===== src/rtl/wave_generator_if.sv =====
// +----------------------------------------------------------------------------+
// | wave_generator_if : control/status bundle for wave_generator                |
// | Optional pose_edge/neg_edge present when WAVE_GEN_EDGE_FLAGS_EN is defined. |
// | Revision: 1.0                                                               |
// +----------------------------------------------------------------------------+
`default_nettype none

interface wave_generator_if #(
   parameter int CNT_W = 8
);
   logic             start;
   logic             stop;
   logic [CNT_W-1:0] high_cycles;
   logic [CNT_W-1:0] low_cycles;
   logic [CNT_W-1:0] num_pulses;
   logic             clock_signal;
   logic             busy;
   logic             done;
   logic [CNT_W-1:0] pulse_count;
`ifdef WAVE_GEN_EDGE_FLAGS_EN
   logic             pose_edge;
   logic             neg_edge;

   modport master (
      output start, stop, high_cycles, low_cycles, num_pulses,
      input  clock_signal, busy, done, pulse_count, pose_edge, neg_edge
   );
   modport slave (
      input  start, stop, high_cycles, low_cycles, num_pulses,
      output clock_signal, busy, done, pulse_count, pose_edge, neg_edge
   );
`else
   modport master (
      output start, stop, high_cycles, low_cycles, num_pulses,
      input  clock_signal, busy, done, pulse_count
   );
   modport slave (
      input  start, stop, high_cycles, low_cycles, num_pulses,
      output clock_signal, busy, done, pulse_count
   );
`endif
endinterface

`default_nettype wire


===== src/rtl/wave_generator.sv =====
// +----------------------------------------------------------------------------+
// | wave_generator : programmable high/low pulse-train generator (IDLE/HIGH/LOW)|
// | Macro WAVE_GEN_EDGE_FLAGS_EN adds registered pose_edge/neg_edge outputs.    |
// | Revision: 1.0                                                               |
// +----------------------------------------------------------------------------+
`default_nettype none

module wave_generator #(
   parameter int CNT_W = 8
) (
   input wire logic        clk,
   input wire logic        resetn,
   wave_generator_if.slave bus
);

   localparam logic [1:0]       c_IDLE = 2'd0;
   localparam logic [1:0]       c_HIGH = 2'd1;
   localparam logic [1:0]       c_LOW  = 2'd2;
   localparam logic [CNT_W-1:0] c_ZERO = '0;
   localparam logic [CNT_W-1:0] c_ONE  = 1;

   logic [1:0]       r_state;
   logic [1:0]       w_next_state;
   logic [CNT_W-1:0] r_high;
   logic [CNT_W-1:0] r_low;
   logic [CNT_W-1:0] r_num;
   logic [CNT_W-1:0] r_remain;
   logic [CNT_W-1:0] r_count;
   logic             r_stop_pending;
   logic             r_clock_signal;
   logic             r_busy;
   logic             r_done;

   logic [CNT_W-1:0] w_in_high_eff;
   logic [CNT_W-1:0] w_high_eff;
   logic [CNT_W-1:0] w_low_eff;
   logic [CNT_W-1:0] w_count_inc;
   logic             w_phase_end;
   logic             w_seq_end;
   logic             w_clk_sig;
   logic             w_busy;
   logic             w_done;

   // Zero-length phases are clamped to one cycle.
   assign w_in_high_eff = (bus.high_cycles == c_ZERO) ? c_ONE : bus.high_cycles;
   assign w_high_eff    = (r_high == c_ZERO) ? c_ONE : r_high;
   assign w_low_eff     = (r_low  == c_ZERO) ? c_ONE : r_low;
   assign w_count_inc   = r_count + c_ONE;
   assign w_phase_end   = (r_remain == c_ZERO);
   assign w_seq_end     = ((r_num != c_ZERO) && (w_count_inc == r_num))
                          || r_stop_pending || bus.stop;

   always_ff @(posedge clk or negedge resetn) begin
      if (!resetn) begin
         r_state <= c_IDLE;
      end else begin
         r_state <= w_next_state;
      end
   end

   always_comb begin
      w_next_state = r_state;
      case (r_state)
         c_IDLE: if (bus.start)  w_next_state = c_HIGH;
         c_HIGH: if (w_phase_end) w_next_state = c_LOW;
         c_LOW:  if (w_phase_end) w_next_state = w_seq_end ? c_IDLE : c_HIGH;
         default: w_next_state = c_IDLE;
      endcase
   end

   // done fires in the first IDLE cycle following any busy cycle.
   always_comb begin
      w_clk_sig = (r_state == c_HIGH);
      w_busy    = (r_state != c_IDLE);
      w_done    = (r_state == c_IDLE) && r_busy;
   end

   always_ff @(posedge clk or negedge resetn) begin
      if (!resetn) begin
         r_high         <= c_ZERO;
         r_low          <= c_ZERO;
         r_num          <= c_ZERO;
         r_remain       <= c_ZERO;
         r_count        <= c_ZERO;
         r_stop_pending <= 1'b0;
      end else begin
         case (r_state)
            c_IDLE: begin
               r_stop_pending <= 1'b0;
               if (bus.start) begin
                  r_high   <= bus.high_cycles;
                  r_low    <= bus.low_cycles;
                  r_num    <= bus.num_pulses;
                  r_count  <= c_ZERO;
                  r_remain <= w_in_high_eff - c_ONE;
               end
            end
            c_HIGH: begin
               if (bus.stop) r_stop_pending <= 1'b1;
               r_remain <= w_phase_end ? (w_low_eff - c_ONE) : (r_remain - c_ONE);
            end
            c_LOW: begin
               if (w_phase_end) begin
                  r_count  <= w_count_inc;
                  r_remain <= w_high_eff - c_ONE;
               end else begin
                  r_remain <= r_remain - c_ONE;
               end
               if (w_phase_end && w_seq_end) begin
                  r_stop_pending <= 1'b0;
               end else if (bus.stop) begin
                  r_stop_pending <= 1'b1;
               end
            end
            default: r_stop_pending <= 1'b0;
         endcase
      end
   end

   always_ff @(posedge clk or negedge resetn) begin
      if (!resetn) begin
         r_clock_signal <= 1'b0;
         r_busy         <= 1'b0;
         r_done         <= 1'b0;
      end else begin
         r_clock_signal <= w_clk_sig;
         r_busy         <= w_busy;
         r_done         <= w_done;
      end
   end

   assign bus.clock_signal = r_clock_signal;
   assign bus.busy         = r_busy;
   assign bus.done         = r_done;
   assign bus.pulse_count  = r_count;

`ifdef WAVE_GEN_EDGE_FLAGS_EN
   logic r_pose_edge;
   logic r_neg_edge;

   always_ff @(posedge clk or negedge resetn) begin
      if (!resetn) begin
         r_pose_edge <= 1'b0;
         r_neg_edge  <= 1'b0;
      end else begin
         r_pose_edge <= w_clk_sig & ~r_clock_signal;
         r_neg_edge  <= ~w_clk_sig & r_clock_signal;
      end
   end

   assign bus.pose_edge = r_pose_edge;
   assign bus.neg_edge  = r_neg_edge;
`endif

endmodule

`default_nettype wire

===== src/flat_wrapper.sv =====
// flat-port wrapper written by rule: the top's interface ports become plain ports
module wave_generator_flat 
#(
   parameter int CNT_W = 8
)
  (clk, resetn, bus_start, bus_stop, bus_high_cycles, bus_low_cycles, bus_num_pulses, bus_clock_signal, bus_busy, bus_done, bus_pulse_count);
  wave_generator_if #(.CNT_W(CNT_W)) bus_i ();
  input wire logic clk;
  input wire logic resetn;
  input wire logic [$bits(bus_i.start)-1:0] bus_start;
  input wire logic [$bits(bus_i.stop)-1:0] bus_stop;
  input wire logic [$bits(bus_i.high_cycles)-1:0] bus_high_cycles;
  input wire logic [$bits(bus_i.low_cycles)-1:0] bus_low_cycles;
  input wire logic [$bits(bus_i.num_pulses)-1:0] bus_num_pulses;
  output wire logic [$bits(bus_i.clock_signal)-1:0] bus_clock_signal;
  output wire logic [$bits(bus_i.busy)-1:0] bus_busy;
  output wire logic [$bits(bus_i.done)-1:0] bus_done;
  output wire logic [$bits(bus_i.pulse_count)-1:0] bus_pulse_count;
  assign bus_i.start = bus_start;
  assign bus_i.stop = bus_stop;
  assign bus_i.high_cycles = bus_high_cycles;
  assign bus_i.low_cycles = bus_low_cycles;
  assign bus_i.num_pulses = bus_num_pulses;
  assign bus_clock_signal = bus_i.clock_signal;
  assign bus_busy = bus_i.busy;
  assign bus_done = bus_i.done;
  assign bus_pulse_count = bus_i.pulse_count;
  wave_generator #(.CNT_W(CNT_W)) u_core (.clk(clk), .resetn(resetn), .bus(bus_i));
endmodule

===== config.mk =====
export PLATFORM = sky130hd
export DESIGN_NAME = wave_generator_flat
export DESIGN_NICKNAME = d
export VERILOG_FILES = /design/src/rtl/wave_generator_if.sv /design/src/rtl/wave_generator.sv /design/src/flat_wrapper.sv
export SDC_FILE = /design/constraint.sdc
export NUM_CORES = 1
export LEC_CHECK = 0
export ABC_AREA = 0
export CORE_ASPECT_RATIO = 0.9
export CORE_MARGIN = 2
export CORE_UTILIZATION = 55
export DETAILED_ROUTE_END_ITERATION = 8
export GPL_TIMING_DRIVEN = 0
export PLACE_DENSITY = 0.85
export RECOVER_POWER = 100
export SYNTH_ARGS = -nofsm -noshare
export SYNTH_HDL_FRONTEND = slang
export SYNTH_SLANG_ARGS = --single-unit

===== constraint.sdc =====
create_clock -name clk -period 2.9 [get_ports clk]
set_input_delay 0.435 -clock clk [delete_from_list [all_inputs] [get_ports clk]]
set_output_delay 0.435 -clock clk [all_outputs]
set_load 0.01 [all_outputs]

==> flow_summary.toml, run 1 <==
[worst_setup_path]
max_stage_delay_ns = 0.62
crit_path_cell_trace = "or4_1 -> nor4b_2 -> clkbuf_2 -> nand2_1 -> a22oi_1 -> o21ai_0 -> a22o_1"
cp-end-kind = "register"
worstPathMaxFanout = 10
crit_path_start_kind = "register"
critPathKind = "reg2reg"
crit_arrival_ns = 2.93
required_ns = 3.09
path_delay_family = "simple AND/OR/NAND/NOR gates"
critPathSlowestCell = "or4_1"
critPathBufInv = 1

[global_route]
gr-total-overflow = 0
antenna_found_initial = 0
grt_use_total = 0.253
grt_pass1_wl_um = 12600
top_usage_layer = "met2"
gr-usage-met2 = 0.411
grt_pass1_vias = 2581
grt_util_met1 = 0.364
grt_max_degree = 27
grtUsageMet3 = 0.0362

[timing]
max_slew.worst_pin.slew_ns = 1.38
hold-worst-slack_ns = 0.320
relSlewSlack = 0.0802
skew_ns = 0.00938
fin_tns_setup_ns = 0
fin_crit_ns = 2.74
setup_viol = 0
finalHoldViolCount = 0
timing.final.max_slew_violations = 0
finalCritPeriodShare = 0.946
rsz0062_at_grt = "no"
fmax_mhz = 365

[clock_tree]
cts_tree = "done"
holdBufCountCts = 0
clk_pin_slew_ns = 0.09
cts_setup_buffers = 0
clkLatencyLatePin_ns = 0.31
clkSinkCount = 46
cts_buffers = 5
cts_resized = 0
cts_root_buf = "clkbuf_8"
clockBufferDepth = 2
cts_max_level = 2

[power]
powerDensity_mw_per_mm2 = 868
power_leakage_uw = 0.00146
peakVddDrop_mv = 0.535

[synthesis]
synth_common_cells = "dfrtp_1, nor2_1, o21ai_0, mux2_2"
synth_most_common_cell = "dfrtp_1"
async_flop_share = 1.00
netlist_area_mm2 = 0.00309
yosys-top-cells-area = "dfrtp_1, mux2_2, ha_1, o21ai_0, xor2_1"
yosysTopAreaCell = "dfrtp_1"
synth_area_per_cell_um2 = 9.25
yosysUniqueCellTypes = 58
ys_seq_area_frac = 0.373
yosysWarningCount = 0
synth_edf_count = 0
synth_top_area_share = 0.373
synth_top_flop_cell = "dfrtp_1"
ys_ff_latch = 46
syn_nets = 373
synthesis.instances = 334

[placed_design]
finalWeightedCongestion = 0.926
placedCellCount = 440
place_area_mm2 = 0.00357
place.port_buffers = 38
dpl.hpwl_um = 5610

[floorplan]
die_h_um = 75.1
die_area_mm2 = 0.00623
core-area_mm2 = 0.00535
die_x_um = 83
row_count = 25
ioPinCount = 39
initial_utilization = 0.578

[final_layout]
fin_nets = 419
finalNonFillerCells = 447
syn_to_final_growth_pct = 17.9
diodes = 0
design_area_mm2 = 0.00364
final_util = 0.681
drive_above_1_share = 0.100

[drt]
wl_per_cell_um = 16.7
drtPass1Iterations = 6
drtIter0Drc = 243
vias = 2792
via_per_inst = 6.25
drc = 0
drt-total-wl_um = 7480
ant_nets = 0

[flow_run]
max-cap-violations = 0

[run_status]
status = "completed"

[worst_hold_path]
hp-class = "in2async"
==> through the flow <==
| step | total power (uW) | setup WS (ns) |
|---|---|---|
| floorplan | 2240 | 0.625 |
| global placement | 2590 | 0.156 |
| detailed placement | 2670 | 0.106 |
| CTS | 3180 | 0.227 |
| global route | 3390 | 0.0234 |
| finish | 3160 | 0.157 |
==> where the power goes <==
group	total, uW	switching [uW]	internal [uW]
clock network	496	220	276
registers	1210	307	900
logic	1460	750	709
==> registers in the layout, indices dropped and copies added, names as in the netlist <==
name,count
u_core.bus.busy,1
u_core.r_stop_pending,1
u_core.bus.pulse_count,8
u_core.r_num,8
u_core.bus.done,1
u_core.r_low,8
u_core.r_remain,8
u_core.r_state,2
u_core.r_high,8
u_core.bus.clock_signal,1
==> logic make-up (layout without fill, tap and decap cells) <==
kind of cell	Yosys count	in the layout	share of synthesized area
AND/OR/NAND/NOR	111	111	0.192
flip-flops	46	46	0.373
adder cells (fa/ha/maj)	12	12	0.0478
multiplexers	29	29	0.104
XOR/XNOR	22	22	0.0624
buffers and inverters	33	79	0.0437
AO/OA/AOI/OAI	81	81	0.178
==> cell usage in the layout, fill, tap and decap left out, types with 4 or more instances in the layout <==
cell type / netlist / final
nor2_1: 30 / 31
ha_1: 11 / 11
nor3_1: 10 / 10
o21ai_0: 27 / 27
nand4_1: 6 / 6
clkdlybuf4s50_1: 0 / 25
clkbuf_8: 0 / 6
a22oi_1: 4 / 4
a221o_1: 5 / 5
dlygate4sd3_1: 0 / 12
a21oi_1: 12 / 13
or3_1: 6 / 6
nor4_1: 6 / 6
o31a_1: 7 / 7
nor2b_1: 4 / 4
inv_1: 11 / 11
nand2b_1: 6 / 6
xor2_1: 14 / 14
xnor2_1: 8 / 8
clkbuf_1: 16 / 19
nand3_1: 10 / 10
nand2_1: 16 / 16
mux2_2: 25 / 25
mux2i_1: 4 / 4
dfrtp_1: 46 / 46
==> layout make-up <==
cell class,count,area (um^2)
Multi-Input combinational cell,255,1780
Fill cell,423,1710
Sequential cell,46,1150
Timing Repair Buffer,39,378
Buffer,21,88.8
Tap cell,67,83.8
Clock buffer,6,82.6
Inverter,12,45.0
Clock inverter,1,30.0
==> worst paths after layout <==
kind,startpoint,endpoint,slack [ns],cells after the start
max,u_core.r_remain[2],u_core.r_remain[1],0.16,7
min,resetn,u_core.bus.pulse_count[0],0.32,1
max reg2reg,u_core.r_remain[2],u_core.r_remain[1],0.16,7
min reg2reg,u_core.bus.busy,u_core.bus.done,0.49,1
max in group asynchronous,resetn,u_core.r_remain[1],0.75,2
min in group clk,u_core.bus.busy,u_core.bus.done,0.49,1
==> routing by layer <==
layer,share of wire,vias to the layer above,wire length (um)
met5,0,-,0
met1,0.47,1367,3520
met4,0.012,0,91
li1,-,1314,-
met2,0.46,97,3460
met3,0.054,14,402
(Power assumes the default switching activity.)
==> run 2, diff against run 1 <==
--- a/config.mk
+++ b/config.mk
@@ -8,10 +8,10 @@
 export ABC_AREA = 0
 export CORE_ASPECT_RATIO = 0.9
 export CORE_MARGIN = 2
-export CORE_UTILIZATION = 55
+export CORE_UTILIZATION = 36
 export DETAILED_ROUTE_END_ITERATION = 8
 export GPL_TIMING_DRIVEN = 0
-export PLACE_DENSITY = 0.85
+export PLACE_DENSITY = 0.62
 export RECOVER_POWER = 100
 export SYNTH_ARGS = -nofsm -noshare
 export SYNTH_HDL_FRONTEND = slang
==> run 2 against run 1 <==
Net effect:
- sequential share of layout area decreased by 0.60 points
- final cell count rose by 12%
- core utilization decreased by 24 points
- critical endpoint is now u_core.r_remain[3]
- clock power about the same
- worst hold slack better by 0.017 ns
- non-clock buffer count unchanged
- design area up 1.9%
- sequential cell count unchanged
- first-iteration DRC count down 30%
- wire length up 1.1%
- largest cell class unchanged
- via count shrank 5.7%
- worst setup slack lost 0.013 ns
==> flow_summary.toml, run 2 (same netlist as run 1, synthesis figures left out) <==
[run_status]
status = "completed"

[drt]
wl_per_cell_um = 15.1
ant_nets = 0
vias = 2632
drt-total-wl_um = 7560
drtIter0Drc = 169
via_per_inst = 5.27
drtPass1Iterations = 5
drc = 0

[global_route]
grt_pass1_wl_um = 12600
grt_pass1_vias = 2470
grt_use_total = 0.168
gr-total-overflow = 0
grt_max_degree = 26
antenna_found_initial = 0

[clock_tree]
cts_buffers = 5
cts_tree = "done"
cts_root_buf = "clkbuf_8"
clockBufferDepth = 2
holdBufCountCts = 0
cts_setup_buffers = 0
cts_max_level = 2
clkLatencyLatePin_ns = 0.31
clkSinkCount = 46
clk_pin_slew_ns = 0.09

[timing]
relSlewSlack = 0.0916
setup_viol = 0
max_slew.worst_pin.slew_ns = 1.36
rsz0062_at_grt = "no"
fin_crit_ns = 2.76
skew_ns = 0.0120
finalHoldViolCount = 0
fin_tns_setup_ns = 0
finalCritPeriodShare = 0.950
fmax_mhz = 363
timing.final.max_slew_violations = 0

[final_layout]
final_util = 0.439
layout_common_cells = "dfrtp_1, nor2_1, o21ai_0"
drive_above_1_share = 0.103
layout_commonest_cell = "dfrtp_1"
syn_to_final_growth_pct = 20.2
fin_nets = 419
fill_cells = 840
diodes = 0
design_area_mm2 = 0.00371

[worst_setup_path]
critPathBufInv = 2
cp-end-kind = "register"
critPathKind = "reg2reg"
required_ns = 3.07
r2r_start = "u_core.r_remain[2]"
crit_path_start_kind = "register"
r2r_end = "u_core.r_remain[3]"
reg2reg_slack_ns = 0.14
crit_path_frequent_cell = "o31ai_1"
max_stage_delay_ns = 0.63
reg2reg_depth = 8
worstPathMaxFanout = 10
crit_path_cell_trace = "or4_1 -> or4b_1 -> clkbuf_1 -> buf_6 -> a21oi_1 -> o31ai_1 -> a22oi_1 -> o31ai_1"
critPathSlowestCell = "or4_1"
path_delay_family = "simple AND/OR/NAND/NOR gates"
crit_arrival_ns = 2.93

[floorplan]
core-area_mm2 = 0.00845
die_h_um = 91.9
die_x_um = 102
die_area_mm2 = 0.00934
ioPinCount = 39
row_count = 32
initial_utilization = 0.366

[placed_design]
finalWeightedCongestion = 0.918
place.port_buffers = 38
dpl.hpwl_um = 5710
place_area_mm2 = 0.00363

[power]
power_leakage_uw = 0.00146
powerDensity_mw_per_mm2 = 848
peakVddDrop_mv = 0.379

[flow_run]
max-cap-violations = 0

[worst_hold_path]
hp-class = "in2async"
-- run 2: cell types whose count changed in the layout (fill, tap and decap cells not counted) --
cell,change
and2_0,-1
and2_1,+1
nor3_1,-1
nor3_2,+1
-- run 2: worst reg2reg max path, cell delays in order (launching register included) --
cell      delay, ns
dfrtp_1        0.44
or4_1          0.64
or4b_1         0.53
clkbuf_1       0.20
buf_6          0.19
a21oi_1        0.12
o31ai_1        0.10
a22oi_1        0.29
o31ai_1        0.12
-- run 2: area by class of cell --
| type | instances | area (um^2) | area share |
|---|---|---|---|
| Buffer | 21 | 88.8 | 0.0239 |
| Tap cell | 119 | 149 | 0.0401 |
| Clock buffer | 6 | 82.6 | 0.0222 |
| Clock inverter | 1 | 30.0 | 0.00809 |
| Timing Repair Buffer | 39 | 378 | 0.102 |
| Sequential cell | 46 | 1150 | 0.310 |
| Multi-Input combinational cell | 255 | 1790 | 0.482 |
| Inverter | 12 | 45.0 | 0.0121 |
-- run 2: where the power goes --
group          switching, uW  total [uW]  internal [uW]
Sequential               295        1200            900
Clock                    221         497            276
Combinational            746        1460            710
-- run 2: worst max path at each step --
stage | startpoint | endpoint | cells after the start
floorplan | u_core.r_remain[2] | u_core.r_remain[3] | 8
global placement | resetn | u_core.r_remain[6] | 1
detailed placement | bus_high_cycles[4] | u_core.r_remain[4] | 9
CTS | u_core.r_low[3] | u_core.r_remain[4] | 10
global route | u_core.r_remain[2] | u_core.r_remain[1] | 7
finish | u_core.r_remain[2] | u_core.r_remain[3] | 8
-- run 2: through the flow --
stage               hold WS (ns)  worst slack, ns  instances  power [uW]
detailed placement         0.443           0.0535        492        2670
global placement           0.478           0.0993        491        2640
floorplan                  0.139            0.625        334        2240
finish                     0.336            0.145        499        3150
CTS                        0.117            0.236        499        3180
global route               0.432           0.0658        499        3390
-- run 2: repair_timing --
| item | CTS | global route |
|---|---|---|
| hold endpoints to repair | 0 | 0 |
| resized for setup | 0 | 1 |
| setup endpoints to repair | 0 | 1 |
-- run 2: layer usage --
| layer | vias to the layer above | GRT usage | routed length (um) |
|---|---|---|---|
| li1 | 1309 | - | - |
| met1 | 1270 | 0.271 | 3920 |
| met2 | 46 | 0.237 | 3310 |
| met3 | 7 | 0.0191 | 241 |
| met4 | 0 | 0.0372 | 85 |
| met5 | - | 0 | 0 |
==> run 3, diff against run 2 <==
--- a/config.mk
+++ b/config.mk
@@ -10,8 +10,9 @@
 export CORE_MARGIN = 2
 export CORE_UTILIZATION = 36
 export DETAILED_ROUTE_END_ITERATION = 8
+export GPL_ROUTABILITY_DRIVEN = 0
 export GPL_TIMING_DRIVEN = 0
-export PLACE_DENSITY = 0.62
+export PLACE_DENSITY = 0.58
 export RECOVER_POWER = 100
 export SYNTH_ARGS = -nofsm -noshare
 export SYNTH_HDL_FRONTEND = slang
==> run 3 against run 2 <==
Net effect:
- clock skew rose by 0.0010 ns
- power decreased by 0.80%
- critical endpoint is now u_core.r_remain[1]
- non-clock buffer count unchanged
- die area stayed put
- count of clock-buffer cells in the layout grew 1
- via count rose by 0.53%
- worst hold slack gained 0.0031 ns
- combinational power about the same
- design area fell by 0.20%
- highest routed layer unchanged
- final cell count is 0.20% higher
- clock power decreased by 3%
- largest cell class unchanged
- core utilization is 0.089 points lower
==> flow_summary.toml, run 3 (same netlist as run 1, synthesis figures left out) <==
[run_status]
status = "completed"

[timing]
setup_viol = 0
skew_ns = 0.0130
fin_crit_ns = 2.73
fin_tns_setup_ns = 0
finalHoldViolCount = 0
timing.final.max_slew_violations = 0
rsz0062_at_grt = "no"
finalCritPeriodShare = 0.941
relSlewSlack = 0.0635
max_slew.worst_pin.slew_ns = 1.40
fmax_mhz = 367

[global_route]
gr-total-overflow = 0
grt_pass1_vias = 2386
grt_max_degree = 25
grt_pass1_wl_um = 12500
grt_use_total = 0.170
antenna_found_initial = 0

[floorplan]
initial_utilization = 0.366
ioPinCount = 39
die_area_mm2 = 0.00934
row_count = 32
die_h_um = 91.9
die_x_um = 102
core-area_mm2 = 0.00845

[placed_design]
place.port_buffers = 38
dpl.hpwl_um = 5640

[worst_setup_path]
reg2reg_slack_ns = 0.17
crit_path_start_kind = "register"
critPathLaunch = "u_core.r_remain[2]"
worstPathMaxFanout = 10
critPathSlowestCell = "or4_4"
endpoint = "u_core.r_remain[1]"
crit_arrival_ns = 2.91
reg2reg_depth = 7
cp-end-kind = "register"
crit_path_cell_trace = "or4_4 -> nor4b_2 -> clkbuf_2 -> nand2_1 -> a22oi_1 -> o21ai_0 -> a22o_1"
r2r_end = "u_core.r_remain[1]"
critPathKind = "reg2reg"
required_ns = 3.09
max_stage_delay_ns = 0.58
r2r_start = "u_core.r_remain[2]"

[drt]
drc = 0
ant_nets = 0
drt-total-wl_um = 7520
via_per_inst = 5.29
wl_per_cell_um = 15.0
vias = 2646
drtIter0Drc = 160
drtPass1Iterations = 4

[final_layout]
syn_to_final_growth_pct = 19.9
layout_common_cells = "dfrtp_1, nor2_1, o21ai_0"
fill_cells = 844
diodes = 0
multi_input_area_mm2 = 0.00179
fin_nets = 419
layout_commonest_cell = "dfrtp_1"
final_util = 0.439
seq_area_mm2 = 0.00115
drive_above_1_share = 0.0997

[clock_tree]
clkLatencyLatePin_ns = 0.31
cts_tree = "done"
holdBufCountCts = 0
clk_pin_slew_ns = 0.09
cts_max_level = 2
cts_buffers = 5
clockBufferDepth = 2
cts_setup_buffers = 0
cts_root_buf = "clkbuf_8"
cts_resized = 0
clkSinkCount = 46

[power]
clkPwrFrac = 0.154
powerDensity_mw_per_mm2 = 843
total_power_uw = 3120
power.switching_uw = 1250
power_leakage_uw = 0.00145
peakVddDrop_mv = 0.368
power.share.sequential = 0.384
combPwrFrac = 0.462
sw_frac_of_total = 0.401
p_int_uw = 1870

[flow_run]
max-cap-violations = 0

[worst_hold_path]
hp-class = "in2async"
-- run 3: per-layer routing --
| layer | share of wire | vias to the layer above | GRT usage | wire [um] |
|---|---|---|---|---|
| met4 | 0.010 | 0 | 0.0405 | 77 |
| li1 | - | 1318 | - | - |
| met2 | 0.43 | 76 | 0.236 | 3240 |
| met1 | 0.50 | 1246 | 0.270 | 3790 |
| met5 | 0 | - | 0 | 0 |
| met3 | 0.056 | 6 | 0.0267 | 419 |
-- run 3: power groups by stage --
stage	Sequential, uW	Clock (uW)	Combinational, uW
after floorplan	1140	0	1100
after global placement	1200	0	1440
after detailed placement	1210	0	1460
after CTS	1200	502	1460
after global routing	1250	524	1620
final	1200	482	1440
-- run 3: worst min-delay path by stage --
| stage | start | depth (start not counted) | to |
|---|---|---|---|
| 2_1_floorplan | resetn | 0 | u_core.bus.busy |
| 3_3_place_gp | u_core.bus.busy | 1 | u_core.bus.done |
| 3_5_place_dp | resetn | 1 | u_core.r_num[0] |
| 4_1_cts | resetn | 1 | u_core.r_num[0] |
| 5_1_grt | resetn | 1 | u_core.r_num[0] |
| 6_report | resetn | 1 | u_core.r_num[0] |
-- run 3: stage by stage --
stage	hold WS [ns]	cell area (um^2)	worst slack, ns	std cells
after floorplan	0.139	3090	0.625	334
after global placement	0.470	3620	0.0578	491
after detailed placement	0.451	3630	0.134	492
after CTS	0.107	3740	0.242	500
after global routing	0.454	3700	0.0330	500
final	0.340	3700	0.172	500
-- run 3: critical path, delay by kind of cell (launching register included) --
family / cells / cell delay, ns
flops: 1 / 0.44
simple gates: 3 / 1.23
buf+inv: 1 / 0.36
compound gates: 3 / 0.58
-- run 3: area by class of cell --
type,instances,share of cell area
Buffer,21,0.0240
Clock buffer,7,0.0206
Clock inverter,1,0.00811
Inverter,12,0.0122
Multi-Input combinational cell,255,0.482
Sequential cell,46,0.311
Tap cell,119,0.0402
Timing Repair Buffer,39,0.102
==> edit, RTL diff (config.mk and constraints of run 3) <==
`CNT_W` is set to 8 in 3 places; all go to 12.
--- a/src/rtl/wave_generator_if.sv
+++ b/src/rtl/wave_generator_if.sv
@@ -6,7 +6,7 @@
 `default_nettype none
 
 interface wave_generator_if #(
-   parameter int CNT_W = 8
+   parameter int CNT_W = 12
 );
    logic             start;
    logic             stop;
--- a/src/rtl/wave_generator.sv
+++ b/src/rtl/wave_generator.sv
@@ -6,7 +6,7 @@
 `default_nettype none
 
 module wave_generator #(
-   parameter int CNT_W = 8
+   parameter int CNT_W = 12
 ) (
    input wire logic        clk,
    input wire logic        resetn,
--- a/src/flat_wrapper.sv
+++ b/src/flat_wrapper.sv
@@ -1,7 +1,7 @@
 // flat-port wrapper written by rule: the top's interface ports become plain ports
 module wave_generator_flat 
 #(
-   parameter int CNT_W = 8
+   parameter int CNT_W = 12
 )
   (clk, resetn, bus_start, bus_stop, bus_high_cycles, bus_low_cycles, bus_num_pulses, bus_clock_signal, bus_busy, bus_done, bus_pulse_count);
   wave_generator_if #(.CNT_W(CNT_W)) bus_i ();
Ports: changed (resized bus_high_cycles, bus_low_cycles, bus_num_pulses and bus_pulse_count); port bits go from 39 to 55. No check against the original RTL was run, so the function may have changed too.
==> edit against run 3 <==
  * The run now ends with max-capacitance violations, max-slew violations left
  * Sequential cell count increased by 20
  * Total power increased by 46%
  * Design area increased by 49%
  * Setup slack got worse by 0.032 ns
  * Non-clock buffer count increased by 26
  * Routed wire length increased by 76%
  * Final cell count increased by 44%
  * Count of clock-buffer cells in the layout increased by 4
  * Global-route usage increased by 4.0 points
  * Area after synthesis increased by 45%
  * Critical endpoint is now u_core.r_remain[4]
==> edit: results (changes against run 3) <==
.. list-table::
   :header-rows: 1

   * - Metric
     - Value
   * - Result of the run
     - complete, but fails checks
   * - Failing checks
     - max-capacitance violations, max-slew violations
   * - Critical R2R Launch
     - u_core.r_low[3]
   * - Buffers added on ports
     - 54 (+42%)
   * - Synth top cells by count
     - dfrtp_1 (66), nor2_1 (40), mux2_2 (37)
   * - Post-Route Hold Slack
     - 0.496 ns (+0.156 ns)
   * - Non-CTS inverters
     - 10 (-2)
   * - Met3 wire length
     - 850 um (+100%)
   * - Critical Path AT
     - 2.98 ns (+0.07 ns)
   * - Wire length of the first global-routing pass
     - 21,200 um (+69%)
   * - Post-synthesis sequential area ratio
     - 0.370 (-0.00298)
   * - Via total after detailed routing
     - 4,117 (+56%)
   * - Multi-input combinational cell count
     - 386 (+51%)
   * - Synthesized net count
     - 541 (+45%)
   * - Met3 Track Usage GR
     - 0.0394 (+0.0127)
   * - Max-slew violations
     - 67 (+67)
   * - Sequential share of power
     - 0.380 (-0.004)
   * - Path type of the worst min-delay path
     - register to register
   * - Slew of the pin with the lowest slew margin
     - 1.70 ns (+0.293 ns)
   * - Metal1 wirelength
     - 6540 um (+73%)
   * - Clock-cell share
     - 0.0449 (+0.0162)
   * - Setup slack on the worst flop-to-flop path
     - 0.14 ns (-0.03 ns)
   * - CTS clock-pin slew for the worst setup and hold paths
     - 0.06 ns (-0.03 ns)
   * - Switching share of power
     - 0.405 (+0.00394)
   * - Pin count of the biggest net entering global routing
     - 67 (+170%)
   * - Total of clock buffers placed in the layout
     - 11 (+4)
   * - Maximum fanout count along the critical path
     - 6 (-4)
   * - Combinational group power
     - 1.86 mW (+29%)
   * - Root Driver
     - clkbuf_16
   * - Multi-input gate share of the layout cell area
     - 0.493 (+0.0102)
   * - Htree depth
     - 3 (+1)
   * - Fraction of final layout cells with drive strength greater than 1
     - 0.114 (+0.0145)
   * - Detail Placement HPWL
     - 9630 um (+71%)
   * - Endpoint of the worst setup timing path
     - u_core.r_remain[4]
   * - Number of maximum-capacitance violations
     - 1 (+1)
   * - VDD IR-drop max
     - 393 uV (+7.0%)
   * - Wirelength per Cell
     - 18.4 um (+22%)
==> edit: metrics by stage <==
stage | instance area, um^2 | worst slack (ns) | instances
final | 5520 | 0.140 | 720
after detailed placement | 5210 | -0.0777 | 706
after global placement | 5210 | -0.968 | 706
after CTS | 5460 | 0.0314 | 718
after floorplan | 4470 | 0.409 | 492
after global routing | 5520 | -0.00609 | 720
==> edit: critical path, stage by stage (launching register included) <==
cell	delay, ns
dfrtp_1	0.44
or4_1	0.53
buf_2	0.19
nor2_4	0.12
a21oi_1	0.12
ha_1	0.24
nand2b_1	0.16
nor2_1	0.07
xor2_1	0.17
o21ai_0	0.25
a221oi_2	0.10
a221o_1	0.26
==> edit: cells by family after synthesis <==
logic type               Yosys count  share of synthesized area
flip-flops                        66                      0.370
XOR/XNOR                          36                     0.0706
adder cells (fa/ha/maj)            9                     0.0252
multiplexers                      43                      0.107
AO/OA/AOI/OAI                    117                      0.180
buffers and inverters             40                     0.0344
AND/OR/NAND/NOR                  181                      0.214
